==> config.mk <==
export PLATFORM = sky130hd
export DESIGN_NAME = sht40_meas_ctrl
export DESIGN_NICKNAME = d
export VERILOG_FILES = /design/src/rtl/sht40_meas_ctrl.sv
export SDC_FILE = /design/constraint.sdc
export NUM_CORES = 1
export LEC_CHECK = 0
export CORE_ASPECT_RATIO = 0.75
export CORE_MARGIN = 2
export CORE_UTILIZATION = 35
export DETAILED_ROUTE_END_ITERATION = 12
export PLACE_DENSITY = 0.56
export SYNTH_ARGS = -nofsm -noshare
export SYNTH_HDL_FRONTEND = slang
export SYNTH_SLANG_ARGS = --single-unit
==> constraint.sdc <==
create_clock -name clk -period 2.5 [get_ports clk]
set_input_delay 0.5 -clock clk [delete_from_list [all_inputs] [get_ports clk]]
set_output_delay 0.5 -clock clk [all_outputs]
set_load 0.005 [all_outputs]
==> src/rtl/sht40_meas_ctrl.sv <==
// SHT40 measurement sequencer: issues the measure command over a transaction-level
// I2C master, waits out the conversion, reads six bytes and validates both CRC-8 words.
module sht40_meas_ctrl #(
   parameter logic [6:0]  SHT_ADDR  = 7'h44,
   parameter logic [7:0]  MEAS_CMD  = 8'hFD,
   parameter int unsigned WAIT_CYC  = 500000,
   parameter int unsigned MAX_RETRY = 2
) (
   input  logic        clk,
   input  logic        rst_n,
   input  logic        start,
   output logic        busy,
   output logic        i2c_req,
   output logic        i2c_rnw,
   output logic [6:0]  i2c_addr,
   output logic [7:0]  i2c_wbyte,
   output logic [2:0]  i2c_nbytes,
   input  logic        i2c_ack,
   input  logic        i2c_rd_valid,
   input  logic [7:0]  i2c_rd_data,
   input  logic        i2c_done,
   input  logic        i2c_nack,
   output logic [15:0] temp_raw,
   output logic [15:0] rh_raw,
   output logic        data_valid,
   output logic        crc_err,
   output logic        nack_err
);

   localparam int TW = (WAIT_CYC < 2) ? 1 : $clog2(WAIT_CYC);
   localparam int RW = (MAX_RETRY < 1) ? 1 : $clog2(MAX_RETRY + 1);
   localparam logic [TW-1:0] TIMER_LAST = TW'(WAIT_CYC - 1);
   localparam logic [RW-1:0] RETRY_MAX  = RW'(MAX_RETRY);

   typedef enum logic [2:0] {
      S_IDLE, S_WR_REQ, S_WR_WAIT, S_MEAS_WAIT, S_RD_REQ, S_RD_DATA, S_CHECK, S_FINISH
   } state_t;

   state_t          r_state;
   state_t          w_next;
   logic [TW-1:0]   r_timer;
   logic [RW-1:0]   r_retry;
   logic [2:0]      r_byte_cnt;
   logic [7:0]      r_bytes [6];
   logic [15:0]     r_temp;
   logic [15:0]     r_rh;
   logic            r_data_valid;
   logic            r_crc_err;
   logic            r_nack_err;
   logic            w_retry_ok;
   logic            w_read_bad;
   logic            w_crc_ok;

   // CRC-8 (poly 0x31, init 0xFF), one bit per step, MSB first.
   function automatic logic [7:0] crc8(input logic [15:0] data);
      logic [7:0] crc;
      // NOTE: blocking assignments are correct here; this is a pure combinational
      // function evaluated bit by bit, not sequential state.
      crc = 8'hFF;
      for (int i = 15; i >= 0; i--) begin
         if (crc[7] ^ data[i]) crc = (crc << 1) ^ 8'h31;
         else                  crc = crc << 1;
      end
      return crc;
   endfunction

   assign w_retry_ok = (r_retry < RETRY_MAX);
   assign w_read_bad = i2c_nack || (r_byte_cnt != 3'd6);
   assign w_crc_ok   = (crc8({r_bytes[0], r_bytes[1]}) == r_bytes[2]) &&
                       (crc8({r_bytes[3], r_bytes[4]}) == r_bytes[5]);

   always_ff @(posedge clk) begin
      if (!rst_n) r_state <= S_IDLE;
      else        r_state <= w_next;
   end

   always_comb begin
      // NOTE: default assignment first so no path leaves w_next unassigned (no latch).
      w_next = r_state;
      case (r_state)
         S_IDLE:      if (start) w_next = S_WR_REQ;
         S_WR_REQ:    if (i2c_ack) w_next = S_WR_WAIT;
         S_WR_WAIT: begin
            if (i2c_done) begin
               if (!i2c_nack)       w_next = S_MEAS_WAIT;
               else if (w_retry_ok) w_next = S_WR_REQ;
               else                 w_next = S_FINISH;
            end
         end
         S_MEAS_WAIT: if (r_timer == TIMER_LAST) w_next = S_RD_REQ;
         S_RD_REQ:    if (i2c_ack) w_next = S_RD_DATA;
         S_RD_DATA:   if (i2c_done) w_next = w_read_bad ? S_FINISH : S_CHECK;
         S_CHECK:     w_next = S_FINISH;
         S_FINISH:    w_next = S_IDLE;
         default:     w_next = S_IDLE;
      endcase
   end

   always_comb begin
      busy       = 1'b0;
      i2c_req    = 1'b0;
      i2c_rnw    = 1'b0;
      i2c_nbytes = 3'd0;
      case (r_state)
         S_IDLE, S_FINISH: busy = 1'b0;
         S_WR_REQ: begin
            busy       = 1'b1;
            i2c_req    = 1'b1;
            i2c_nbytes = 3'd1;
         end
         S_RD_REQ: begin
            busy       = 1'b1;
            i2c_req    = 1'b1;
            i2c_rnw    = 1'b1;
            i2c_nbytes = 3'd6;
         end
         default: busy = 1'b1;
      endcase
   end

   // Control counters, sticky flags and published results.
   always_ff @(posedge clk) begin
      if (!rst_n) begin
         r_timer      <= '0;
         r_retry      <= '0;
         r_byte_cnt   <= '0;
         r_temp       <= '0;
         r_rh         <= '0;
         r_data_valid <= 1'b0;
         r_crc_err    <= 1'b0;
         r_nack_err   <= 1'b0;
      end else begin
         r_data_valid <= 1'b0;
         case (r_state)
            S_IDLE: begin
               if (start) begin
                  r_crc_err  <= 1'b0;
                  r_nack_err <= 1'b0;
                  r_retry    <= '0;
               end
            end
            S_WR_WAIT: begin
               if (i2c_done) begin
                  if (!i2c_nack)       r_timer    <= '0;
                  else if (w_retry_ok) r_retry    <= r_retry + 1'b1;
                  else                 r_nack_err <= 1'b1;
               end
            end
            S_MEAS_WAIT: r_timer <= r_timer + 1'b1;
            S_RD_REQ:    if (i2c_ack) r_byte_cnt <= '0;
            S_RD_DATA: begin
               // Saturate at 7 so an over-long read still reads as a bad length.
               if (i2c_rd_valid && (r_byte_cnt != 3'd7)) r_byte_cnt <= r_byte_cnt + 1'b1;
               if (i2c_done && w_read_bad) r_nack_err <= 1'b1;
            end
            S_CHECK: begin
               if (w_crc_ok) begin
                  r_temp       <= {r_bytes[0], r_bytes[1]};
                  r_rh         <= {r_bytes[3], r_bytes[4]};
                  r_data_valid <= 1'b1;
               end else begin
                  r_crc_err    <= 1'b1;
               end
            end
            default: ;
         endcase
      end
   end

   // NOTE: the byte buffer is deliberately not reset; it is always fully
   // rewritten before CHECK reads it, so a reset would only add logic.
   always_ff @(posedge clk) begin
      if ((r_state == S_RD_DATA) && i2c_rd_valid && (r_byte_cnt < 3'd6))
         r_bytes[r_byte_cnt] <= i2c_rd_data;
   end

   assign i2c_addr   = SHT_ADDR;
   assign i2c_wbyte  = MEAS_CMD;
   assign temp_raw   = r_temp;
   assign rh_raw     = r_rh;
   assign data_valid = r_data_valid;
   assign crc_err    = r_crc_err;
   assign nack_err   = r_nack_err;

endmodule
**After elaboration in Yosys (flattened, before gate mapping)**

Memory sizes are Yosys's and may differ from the RTL's.
Cells that the tools add are included.

- Register bits after elaboration: 62
- Bits in writable memories: 48
- Input bits: 15
- Output and inout bits: 56
- Logic and storage cells: 190
- Memories kept: 1

Memory list:

| memory | depth | width | rd ports | clocked after memory_dff | write ports | RTL line | text |
|---|---|---|---|---|---|---|---|
| r_bytes | 6 | 8 | 6 | 0 | 1 | 44 | `logic [7:0] r_bytes [6];` |

- $add $sub $neg: 3
- Order comparisons: 2
- Eq/ne operators: 25
- Muxes and demuxes: 68
- Bitwise gates (word level): 60
- Reduce and logical (&&, ||, !) cells: 22

Operators with widths:

| cell | count |
|---|---|
| $mux 6 | 32 |
| $not 3->3 | 30 |
| $mux 19 | 2 |
| $pmux 19 s2 | 1 |
| $mux 3 | 10 |
| $ne 2x2->1 const B | 13 |
| $xor 1x1->1 | 26 |
| $pmux 3 s8 | 1 |
| $add 19x1->19 const B | 1 |
| $eq 19x19->1 const B | 1 |
| $eq 8x8->1 | 2 |
| $mux 1 | 13 |
| $eq 3x3->1 const B | 4 |
| $pmux 3 s2 | 2 |
| $reduce_and 6->1 | 2 |
| $reduce_and 3->1 | 3 |
| $mux 2 | 4 |
| $reduce_bool 2->1 | 4 |
| $eq 3x2->1 const B | 2 |
| $ne 3x3->1 const B | 2 |
| $logic_and 1x1->1 | 5 |
| $reduce_and 5->1 | 1 |
| $pmux 2 s2 | 1 |
| $reduce_and 2->1 | 2 |
| 12 further kinds | 16 |

**Logic depth before layout (Yosys ltp)**

Gate-level depths: netlist (run 1).
An unclocked memory read counts as a cell.

- Depth after elaboration: 36
- Mapped depth: 9
- Gate-level depth less buffers: 8

**Worst setup path before layout (run 1)**

OpenSTA, ideal clock, no wires.

- Path type: register to register
- From: mem r_bytes[0][7]
- To: reg r_temp[10], in the netlist temp_raw[10] (read register of r_bytes)
- Library setup time: 0.132 ns
- Arrival time: 2.613 ns
- Required time: 2.368 ns
- Path slack: -0.245 ns
- Stages on the path, launching flop included: 10
- Buffers on the path: 2
- Period minus slack after synthesis: 2.745 ns
- Cell sequence: edfxtp_1 > buf_6 > xnor3_2 > xnor3_1 > or3_4 > a2111oi_4 > o2111ai_2 > buf_2 > o21ai_0 > a21oi_1

RTL lines:

| element | RTL line | text |
|---|---|---|
| start, declared | 44 |  |
| end, declared | 45 | `logic [15:0] r_temp;` |

==> flow_metrics.py, run 1 <==
metrics = {
    "run_status": {
        "status": "complete, but fails checks",
        "violations": "setup timing",
    },
    "timing": {
        "hold_violations": 0,
        "setup_ws_ns": -0.2422,
        "fin_crit_sh_pct": 109.7,
        "finalCriticalPeriod_ns": 2.742,
        "finalSetupViolations": 34,
        "max_freq_mhz": 364.7,
        "final_max_slew_viol_count": 0,
        "hold_slack_ns": 0.4548,
        "finClkSkew_ns": 0.01296,
        "rsz0062_at_grt": "yes",
    },
    "layout": {
        "final_layout_size_suffix_gt1_share_pct": 21.53,
        "diodes": 0,
        "final_nets": 627,
        "final_cell_mix": "74 x buf_4, 62 x dfxtp_1, 55 x clkdlybuf4s50_1, 48 x edfxtp_1, 38 x nand3_1",
        "final_common_cell": "buf_4",
        "syn_to_final_growth_pct": 30.82,
    },
    "critical_path": {
        "crit_path_start_kind": "flop",
        "crit_path_end_kind": "flop",
        "critical_path.top_delay_family": "XOR/XNOR gates",
        "cp.required_ns": 2.79,
        "worstPathCellList": "xor3_2 > xnor3_1 > or3_4 > a2111oi_4 > o2111a_2 > buf_12 > nand3_1 > a21oi_1",
        "critPathKind": "flop to flop",
        "critPathArrivalTime_ns": 3.03,
        "cp_slowest_cell": "xor3_2",
        "max_stage_delay_ns": 0.44,
        "crit_buf_inv": 1,
        "crit_fanout": 32,
    },
    "floorplan": {
        "coreArea_mm2": 0.01522,
        "ios": 71,
        "die-area_mm2": 0.01660,
        "fp.dieH_um": 112.1,
        "rows": 39,
        "die_x_um": 148.1,
        "start_util_pct": 35.82,
    },
    "logic_synthesis": {
        "syn-instance-count": 494,
        "ys.flop_type": "dfxtp_1",
        "synth_area_per_cell_um2": 11.04,
        "syn_area_mm2": 0.005453,
        "ys.warnings.count": 0,
        "ys_types": 53,
        "async_flop_share_pct": 0,
        "ys_seq_area_share_pct": 49.20,
        "synth_seq_cells": 110,
        "synth_edf_count": 48,
    },
    "route": {
        "viasPerCell": 4.857,
        "drt-initial-drc-count": 281,
        "num_vias": 3973,
        "drc": 0,
        "first_pass_iters": 5,
        "wl_um": 12720,
        "ant_nets": 0,
        "wl_per_cell_um": 15.55,
    },
    "clock_network": {
        "cts-root-buf": "clkbuf_16",
        "clkTransAtPathRegs_ns": 0.07,
        "cts_hold_buf": 0,
        "insertion_delay_ns": 0.36,
        "tritoncts": "built",
        "clock-sinks": 110,
        "clk_path_buf_depth": 2,
        "htreeDepth": 3,
        "cts_buffers": 9,
    },
    "pwr": {
        "pwr_density_cell_mw_per_mm2": 550.9,
        "vdd_drop_max_uv": 287.7,
        "power.leakage_nw": 2.687,
    },
    "placed_design": {
        "hpwl_um": 9280,
        "place_congestion": 0.8225,
        "port_buffers": 55,
        "dpl_worst_slack_ns": -0.3254,
    },
    "global_routing": {
        "groute.usage.overall_pct": 15.81,
        "grt_max_degree": 35,
        "grt_pass1_wl_um": 20380,
        "antenna_found_initial": 0,
        "first_global_vias": 3760,
        "overflow": 0,
    },
    "min_path": {
        "hold_class": "flop to flop",
    },
    "run": {
        "drv_cap": 0,
    },
}
-- worst paths after layout --
check / slack [ns] / cells after the start / startpoint / to
setup / recovery: -0.24 / 8 / r_bytes[0][5] / rh_raw[9]
hold / removal: 0.45 / 2 / rh_raw[6] / rh_raw[6]
setup reg to reg: -0.24 / 8 / r_bytes[0][5] / rh_raw[9]
hold reg to reg: 0.45 / 2 / rh_raw[6] / rh_raw[6]
-- cells by family (layout without fill, tap and decap cells) --
family | Yosys count | count (layout) | synth area share, %
and+or+nand+nor | 146 | 146 | 13.47
DFF | 110 | 110 | 49.20
AOI/OAI and AO/OA | 103 | 103 | 11.36
xor gates and xnor gates | 78 | 78 | 18.98
buffers and inverters | 47 | 153 | 5.209
adders and majority gates | 4 | 4 | 0.9179
muxes | 4 | 4 | 0.7343
other | 2 | 15 | 0.1377
-- registers in the layout, indices dropped and copies added, names as in the netlist, 2 cells and up --
name        flops
r_timer        19
r_state         3
temp_raw       16
r_bytes        48
r_retry         2
rh_raw         16
r_byte_cnt      3
-- cell usage after synthesis (4+ instances only) --
library cell / n / area, um2
dfxtp_1: 62 / 1241
edfxtp_1: 48 / 1441
a21oi_1: 40 / 200.2
nand3_1: 40 / 200.2
xnor2_1: 35 / 306.5
nor2_1: 33 / 123.9
o21ai_0: 25 / 125.1
nand2_1: 20 / 75.07
xnor3_1: 19 / 427.9
xor2_1: 18 / 157.7
buf_4: 17 / 127.6
o21ai_1: 14 / 70.07
clkbuf_1: 13 / 48.80
buf_2: 9 / 45.04
nand4_1: 9 / 56.30
nor3_1: 9 / 45.04
and3_1: 7 / 43.79
nor2b_1: 6 / 37.54
or2_2: 5 / 31.28
xor3_1: 5 / 118.9
buf_6: 4 / 45.04
ha_1: 4 / 50.05
mux2i_1: 4 / 40.04
nor3b_1: 4 / 30.03
o21a_1: 4 / 30.03
-- where the power goes --
group | internal, W | switching (W) | total (W)
clock network | 0.000832 | 0.000669 | 0.00150
logic | 0.000246 | 0.000257 | 0.000503
registers | 0.00190 | 0.0000253 | 0.00193
-- area by class of cell --
type | count | area [um2]
clock inverters | 4 | 30.03
multi-input cells | 350 | 2650
inverters | 2 | 7.507
repair buffers | 135 | 1217
fillers | 1399 | 8092
clock buffers | 12 | 289.0
flip-flops and latches | 110 | 2683
well taps | 205 | 256.5
-- what timing repair did --
action,CTS,global route
endpoints found under the setup margin,34,35
pin swaps,2,4
gates resized for setup,6,22
buffers inserted,3,6
-- stage by stage --
stage	cells	utilization [%]	total power, W	instance area (um2)	TNS, ns
floorplan	507	-	0.002256	5530	-5.195
global placement	793	43.61	0.002453	6639	-7.988
detailed placement	793	43.61	0.002459	6639	-9.256
CTS	812	45.98	0.003961	7000	-8.618
global route	818	46.85	0.004094	7133	-11.49
finish	818	46.85	0.003929	7133	-7.258
-- worst reg2reg max path, delay by kind of cell (launching register included) --
family,cells,cell delay [ns]
XOR/XNOR,2,0.82
AO/OA/AOI/OAI,3,0.78
AND/OR/NAND/NOR,2,0.47
flip-flops,1,0.42
buffers and inverters,1,0.18
-- per-layer routing --
metal	vias up	global-route usage [%]	wire length [um]
met3	8	3.659	697
met5	-	0	0
met2	87	21.82	5278
met1	1908	24.55	6595
li1	1970	-	-
met4	0	4.571	150
(Power assumes the default switching activity.)
==> run 2, diff against run 1 <==
--- a/config.mk
+++ b/config.mk
@@ -10,6 +10,7 @@
 export CORE_UTILIZATION = 35
 export DETAILED_ROUTE_END_ITERATION = 12
 export PLACE_DENSITY = 0.56
+export SETUP_SLACK_MARGIN = 0.02
 export SYNTH_ARGS = -nofsm -noshare
 export SYNTH_HDL_FRONTEND = slang
 export SYNTH_SLANG_ARGS = --single-unit
==> run 2 against run 1 <==
The flow still finishes with violations (setup timing). Clock skew fell by 0.0011 ns. Critical path depth did not move. Die area did not move. Sequential cell count did not move. First-iteration DRC count fell by 7.8%.
==> flow_metrics.py, run 2 (synthesis gave the netlist of run 1 again) <==
metrics = {
    "clock_network": {
        "tritoncts": "built",
        "clkTransAtPathRegs_ns": 0.07,
        "insertion_delay_ns": 0.36,
        "cts_hold_buf": 0,
        "clock-sinks": 110,
        "cts-root-buf": "clkbuf_16",
        "cts_buffers": 9,
        "htreeDepth": 3,
        "clk_path_buf_depth": 2,
    },
    "run_status": {
        "status": "complete, but fails checks",
        "violations": "setup timing",
    },
    "critical_path": {
        "critPathKind": "flop to flop",
        "crit_fanout": 16,
        "crit_path_end_kind": "flop",
        "crit_path_start_kind": "flop",
        "crit_path_start": "r_bytes[0][7]",
        "cp_slowest_cell": "edfxtp_1",
        "critPathArrivalTime_ns": 3.15,
        "max_stage_delay_ns": 0.52,
        "cp.required_ns": 2.78,
        "regToRegStartpoint": "r_bytes[0][7]",
        "worstPathCellList": "xnor3_2 > xnor3_1 > or3_4 > a2111oi_4 > o2111a_2 > clkbuf_16 > nand3_1 > a21oi_1",
    },
    "route": {
        "num_vias": 3972,
        "wl_per_cell_um": 16.34,
        "drt-initial-drc-count": 259,
        "ant_nets": 0,
        "first_pass_iters": 6,
        "wl_um": 13340,
        "viasPerCell": 4.868,
        "drc": 0,
    },
    "pwr": {
        "pwr_density_cell_mw_per_mm2": 536.4,
        "p_sw_w": 0.0009399,
        "internal-power_w": 0.002892,
        "power_frac_comb_pct": 13.5,
        "seq_power_share_pct": 50.3,
        "power.leakage_nw": 2.693,
        "p_sw_share_pct": 24.53,
        "vdd_drop_max_uv": 335.3,
        "clockPowerShare_pct": 36.2,
    },
    "layout": {
        "final_layout_size_suffix_gt1_share_pct": 19.31,
        "syn_to_final_growth_pct": 31.00,
        "diodes": 0,
        "fin_area_mm2": 0.007143,
        "final_nets": 625,
        "top_register": "r_bytes",
        "fin_util_pct": 46.92,
        "final_common_cell": "buf_4",
        "final_cell_mix": "70 x buf_4, 62 x dfxtp_1, 55 x clkdlybuf4s50_1, 48 x edfxtp_1",
        "final_cell_count_no_fill": 816,
        "reg_top3": "r_bytes (48), r_timer (19)",
        "largest_reg_flops": 48,
    },
    "min_path": {
        "hold_class": "flop to flop",
        "hold_path.startpoint": "nack_err",
    },
    "timing": {
        "setup_ws_ns": -0.3633,
        "final_max_slew_viol_count": 0,
        "rsz0062_at_grt": "yes",
        "hold_violations": 0,
        "max_freq_mhz": 349.3,
        "fin_crit_sh_pct": 114.5,
        "hold_slack_ns": 0.4756,
        "finalSetupViolations": 34,
        "finClkSkew_ns": 0.01183,
        "finalCriticalPeriod_ns": 2.863,
    },
    "placed_design": {
        "placed_cell_area_mm2": 0.006631,
        "place_inst": 792,
        "port_buffers": 55,
        "hpwl_um": 9402,
        "place_congestion": 0.8213,
    },
    "floorplan": {
        "coreArea_mm2": 0.01522,
        "die_x_um": 148.1,
        "fp.dieH_um": 112.1,
        "die-area_mm2": 0.01660,
        "start_util_pct": 35.82,
        "rows": 39,
        "ios": 71,
    },
    "global_routing": {
        "overflow": 0,
        "antenna_found_initial": 0,
        "grt_max_degree": 35,
        "first_global_vias": 3852,
        "grt_pass1_wl_um": 20200,
        "groute.usage.overall_pct": 15.92,
    },
    "run": {
        "drv_cap": 0,
    },
}
-- run 2: worst max-delay path: cells and delay by family, from the launching register on --
family                    cells  cell delay, ns
buffers and inverters         1            0.20
DFF                           1            0.52
AOI/OAI and AO/OA             3            0.89
and+or+nand+nor               2            0.44
xor gates and xnor gates      2            0.74
-- run 2: final timing paths --
kind              slack [ns]          end  cells after the start
setup reg to reg       -0.36  temp_raw[9]                      8
setup / recovery       -0.36  temp_raw[9]                      8
hold / removal          0.48     nack_err                      1
hold reg to reg         0.48     nack_err                      1
-- run 2: through the flow --
| step | setup WS (ns) | power (W) | setup TNS, ns |
|---|---|---|---|
| final | -0.3633 | 0.003832 | -10.86 |
| after CTS | -0.2817 | 0.003845 | -8.394 |
| after global routing | -0.4417 | 0.003982 | -13.93 |
| after detailed placement | -0.2727 | 0.002461 | -8.253 |
| after global placement | -0.2447 | 0.002453 | -7.382 |
| after floorplan | -0.1776 | 0.002256 | -5.195 |
-- run 2: routing by layer --
layer / vias to the layer above / GRT usage [%] / wire length [um]
met5: - / 0 / 0
met4: 0 / 5.333 / 205
met3: 15 / 3.618 / 721
met2: 106 / 23.09 / 5664
met1: 1890 / 23.53 / 6744
li1: 1961 / - / -
-- run 2: cell type report --
type | count | area (um2)
inverters | 2 | 7.507
well taps | 205 | 256.5
repair buffers | 133 | 1251
clock buffers | 13 | 261.5
flip-flops and latches | 110 | 2683
clock inverters | 3 | 18.77
fillers | 1391 | 8082
multi-input cells | 350 | 2665
-- run 2: timing repair --
item,CTS,global route
buffers inserted,3,2
cloned,0,3
resized for setup,3,19
pin swaps,3,6
endpoints found under the hold margin,0,0
setup endpoints to repair,35,36
-- run 2: power groups by stage --
stage | clock [W] | sequential [W] | combinational (W)
floorplan | 0 | 0.00197 | 0.000286
global placement | 0 | 0.00196 | 0.000491
detailed placement | 0 | 0.00196 | 0.000498
CTS | 0.00141 | 0.00193 | 0.000504
global route | 0.00148 | 0.00193 | 0.000572
finish | 0.00139 | 0.00193 | 0.000519
==> run 3, diff against run 2 <==
--- a/config.mk
+++ b/config.mk
@@ -5,10 +5,12 @@
 export SDC_FILE = /design/constraint.sdc
 export NUM_CORES = 1
 export LEC_CHECK = 0
+export ABC_CLOCK_PERIOD_IN_PS = 2500
 export CORE_ASPECT_RATIO = 0.75
 export CORE_MARGIN = 2
 export CORE_UTILIZATION = 35
 export DETAILED_ROUTE_END_ITERATION = 12
+export GPL_TIMING_DRIVEN = 0
 export PLACE_DENSITY = 0.56
 export SETUP_SLACK_MARGIN = 0.02
 export SYNTH_ARGS = -nofsm -noshare
==> run 3 against run 2 <==
The run still ends with setup timing left. First-iteration DRC count down 10%. Worst setup slack worse by 0.017 ns. Cell area increased by 1.9%. Total power rose by 3.2%. Wire length is 0.74% higher. Die area did not move. Critical endpoint is now temp_raw[5].
==> flow_metrics.py, run 3 (synthesis gave the netlist of run 1 again) <==
metrics = {
    "run_status": {
        "status": "complete, but fails checks",
        "violations": "setup timing",
    },
    "timing": {
        "fin_crit_sh_pct": 115.2,
        "finalSetupViolations": 34,
        "rsz0062_at_grt": "yes",
        "setup_ws_ns": -0.3802,
        "finClkSkew_ns": 0.009726,
        "finalCriticalPeriod_ns": 2.880,
        "max_freq_mhz": 347.2,
        "tightest_slew_ns": 1.250,
        "tns_ns": -11.94,
        "relSlewSlack_pct": 16.04,
        "final_max_slew_viol_count": 0,
        "hold_violations": 0,
    },
    "critical_path": {
        "reg2reg_slack_ns": -0.38,
        "crit_buf_inv": 3,
        "regToRegStartpoint": "r_bytes[0][4]",
        "crit_fanout": 6,
        "critPathArrivalTime_ns": 3.11,
        "cp.required_ns": 2.73,
        "worstPathCellList": "buf_6 > xor3_1 > xnor3_1 > or3_4 > a2111oi_4 > buf_6 > o2111ai_4 > buf_8 > o21ai_1 > a21oi_2",
        "cpMostUsedCell": "buf_6",
        "crit_path_end_kind": "flop",
        "critical_path.top_delay_family": "compound AO/OA/AOI/OAI gates",
        "critPathKind": "flop to flop",
        "reg2reg_depth": 10,
        "max_stage_delay_ns": 0.43,
        "endpoint": "temp_raw[5]",
        "cp.depth": 10,
        "crit_path_start_kind": "flop",
        "cp_slowest_cell": "xor3_1",
        "crit_path_start": "r_bytes[0][4]",
        "rr_endpoint": "temp_raw[5]",
    },
    "placed_design": {
        "dpl_worst_slack_ns": -0.6467,
        "placed_cell_area_mm2": 0.006337,
        "place_congestion": 0.8638,
        "port_buffers": 55,
        "hpwl_um": 9502,
    },
    "global_routing": {
        "overflow": 0,
        "groute.usage.overall_pct": 16.20,
        "first_global_vias": 3737,
        "grt_pass1_wl_um": 20410,
        "antenna_found_initial": 0,
        "grt_max_degree": 20,
    },
    "floorplan": {
        "fp.dieH_um": 112.1,
        "start_util_pct": 35.82,
        "die_x_um": 148.1,
        "die-area_mm2": 0.01660,
        "rows": 39,
        "coreArea_mm2": 0.01522,
        "ios": 71,
    },
    "layout": {
        "final_nets": 617,
        "reg_top3": "r_bytes (48), r_timer (19)",
        "seq_area_mm2": 0.002689,
        "largest_reg_flops": 48,
        "final_cell_mix": "59 x dfxtp_1, 55 x clkdlybuf4s50_1, 48 x edfxtp_1, 36 x a21oi_1, 35 x buf_4",
        "top_register": "r_bytes",
        "final_common_cell": "dfxtp_1",
        "final_layout_size_suffix_gt1_share_pct": 24.88,
        "diodes": 0,
        "fin_area_mm2": 0.007278,
        "syn_to_final_growth_pct": 33.48,
        "multi_input_area_mm2": 0.002904,
        "fill_cells": 1398,
    },
    "pwr": {
        "vdd_drop_max_uv": 308.2,
        "power.leakage_nw": 2.663,
        "pwr_density_cell_mw_per_mm2": 543.3,
    },
    "clock_network": {
        "insertion_delay_ns": 0.35,
        "htreeDepth": 3,
        "cts-root-buf": "clkbuf_16",
        "cts_buffers": 9,
        "tritoncts": "built",
        "cts_hold_buf": 0,
        "clock-sinks": 110,
        "clk_path_buf_depth": 2,
        "clkTransAtPathRegs_ns": 0.08,
    },
    "min_path": {
        "hold_class": "flop to flop",
    },
    "route": {
        "wl_um": 13440,
        "wl_per_cell_um": 16.63,
        "first_pass_iters": 4,
        "drc": 0,
        "num_vias": 4037,
        "viasPerCell": 4.996,
        "ant_nets": 0,
        "drt-initial-drc-count": 233,
    },
    "run": {
        "drv_cap": 0,
    },
}
run 3: cell types whose count changed in the layout (fill, tap and decap cells not counted), moves of 4 or more:
cell     change
buf_12       -4
buf_2        +8
buf_4       -35
buf_6       +13
nand3_1      -5
nand3_2      +5
o21ai_1     -27
o21ai_2     +27
run 3: how the worst min path moves through the flow:
stage                      startpoint          end  cells after the start
after floorplan               crc_err      crc_err                      2
after global placement       nack_err     nack_err                      1
after detailed placement     nack_err     nack_err                      1
after CTS                 temp_raw[4]  temp_raw[4]                      2
after global routing      temp_raw[4]  temp_raw[4]                      2
final                      rh_raw[11]   rh_raw[11]                      2
run 3: power by group:
group | internal [W] | switching, W
clock network | 0.000814 | 0.000689
registers | 0.00190 | 0.0000511
logic | 0.000246 | 0.000251
run 3: metrics by stage:
step / utilization [%] / total power (W) / hold WS (ns) / cells
final: 47.81 / 0.003954 / 0.4610 / 808
after detailed placement: 41.63 / 0.002443 / 0.4657 / 767
after floorplan: - / 0.002256 / 0.4420 / 507
after CTS: 46.52 / 0.003972 / 0.4660 / 800
after global placement: 41.63 / 0.002436 / 0.4619 / 767
after global routing: 47.81 / 0.004108 / 0.4785 / 808
run 3: final cells by class:
class | instances | area share, %
Tap cell | 205 | 3.524
Clock inverter | 5 | 0.5673
Multi-Input combinational cell | 351 | 39.90
Sequential cell | 110 | 36.94
Buffer | 44 | 4.556
Inverter | 2 | 0.1031
Clock buffer | 11 | 3.782
Timing Repair Buffer | 80 | 10.62
run 3: what timing repair did:
item                                   in CTS  in global routing
setup buffers                              14                  7
endpoints found under the hold margin       0                  0
gates resized for setup                    61                 42
pin swaps                                   7                  5
setup endpoints to repair                  56                 42
gates cloned                                4                  1
run 3: metal layers:
layer	vias to the layer above	routed length [um]	global-route usage [%]	share of wire (%)
met5	-	0	0	0
met4	0	115	4.381	0.86
met3	8	783	4.228	5.8
met2	108	5777	23.36	43
met1	1961	6758	24.15	50
li1	1960	-	-	-
run 3: worst register-to-register path, stage by stage (launching register included):
cell	delay [ns]
edfxtp_1	0.38
buf_6	0.15
xor3_1	0.43
xnor3_1	0.26
or3_4	0.35
a2111oi_4	0.31
buf_6	0.17
o2111ai_4	0.25
buf_8	0.23
o21ai_1	0.15
a21oi_2	0.06
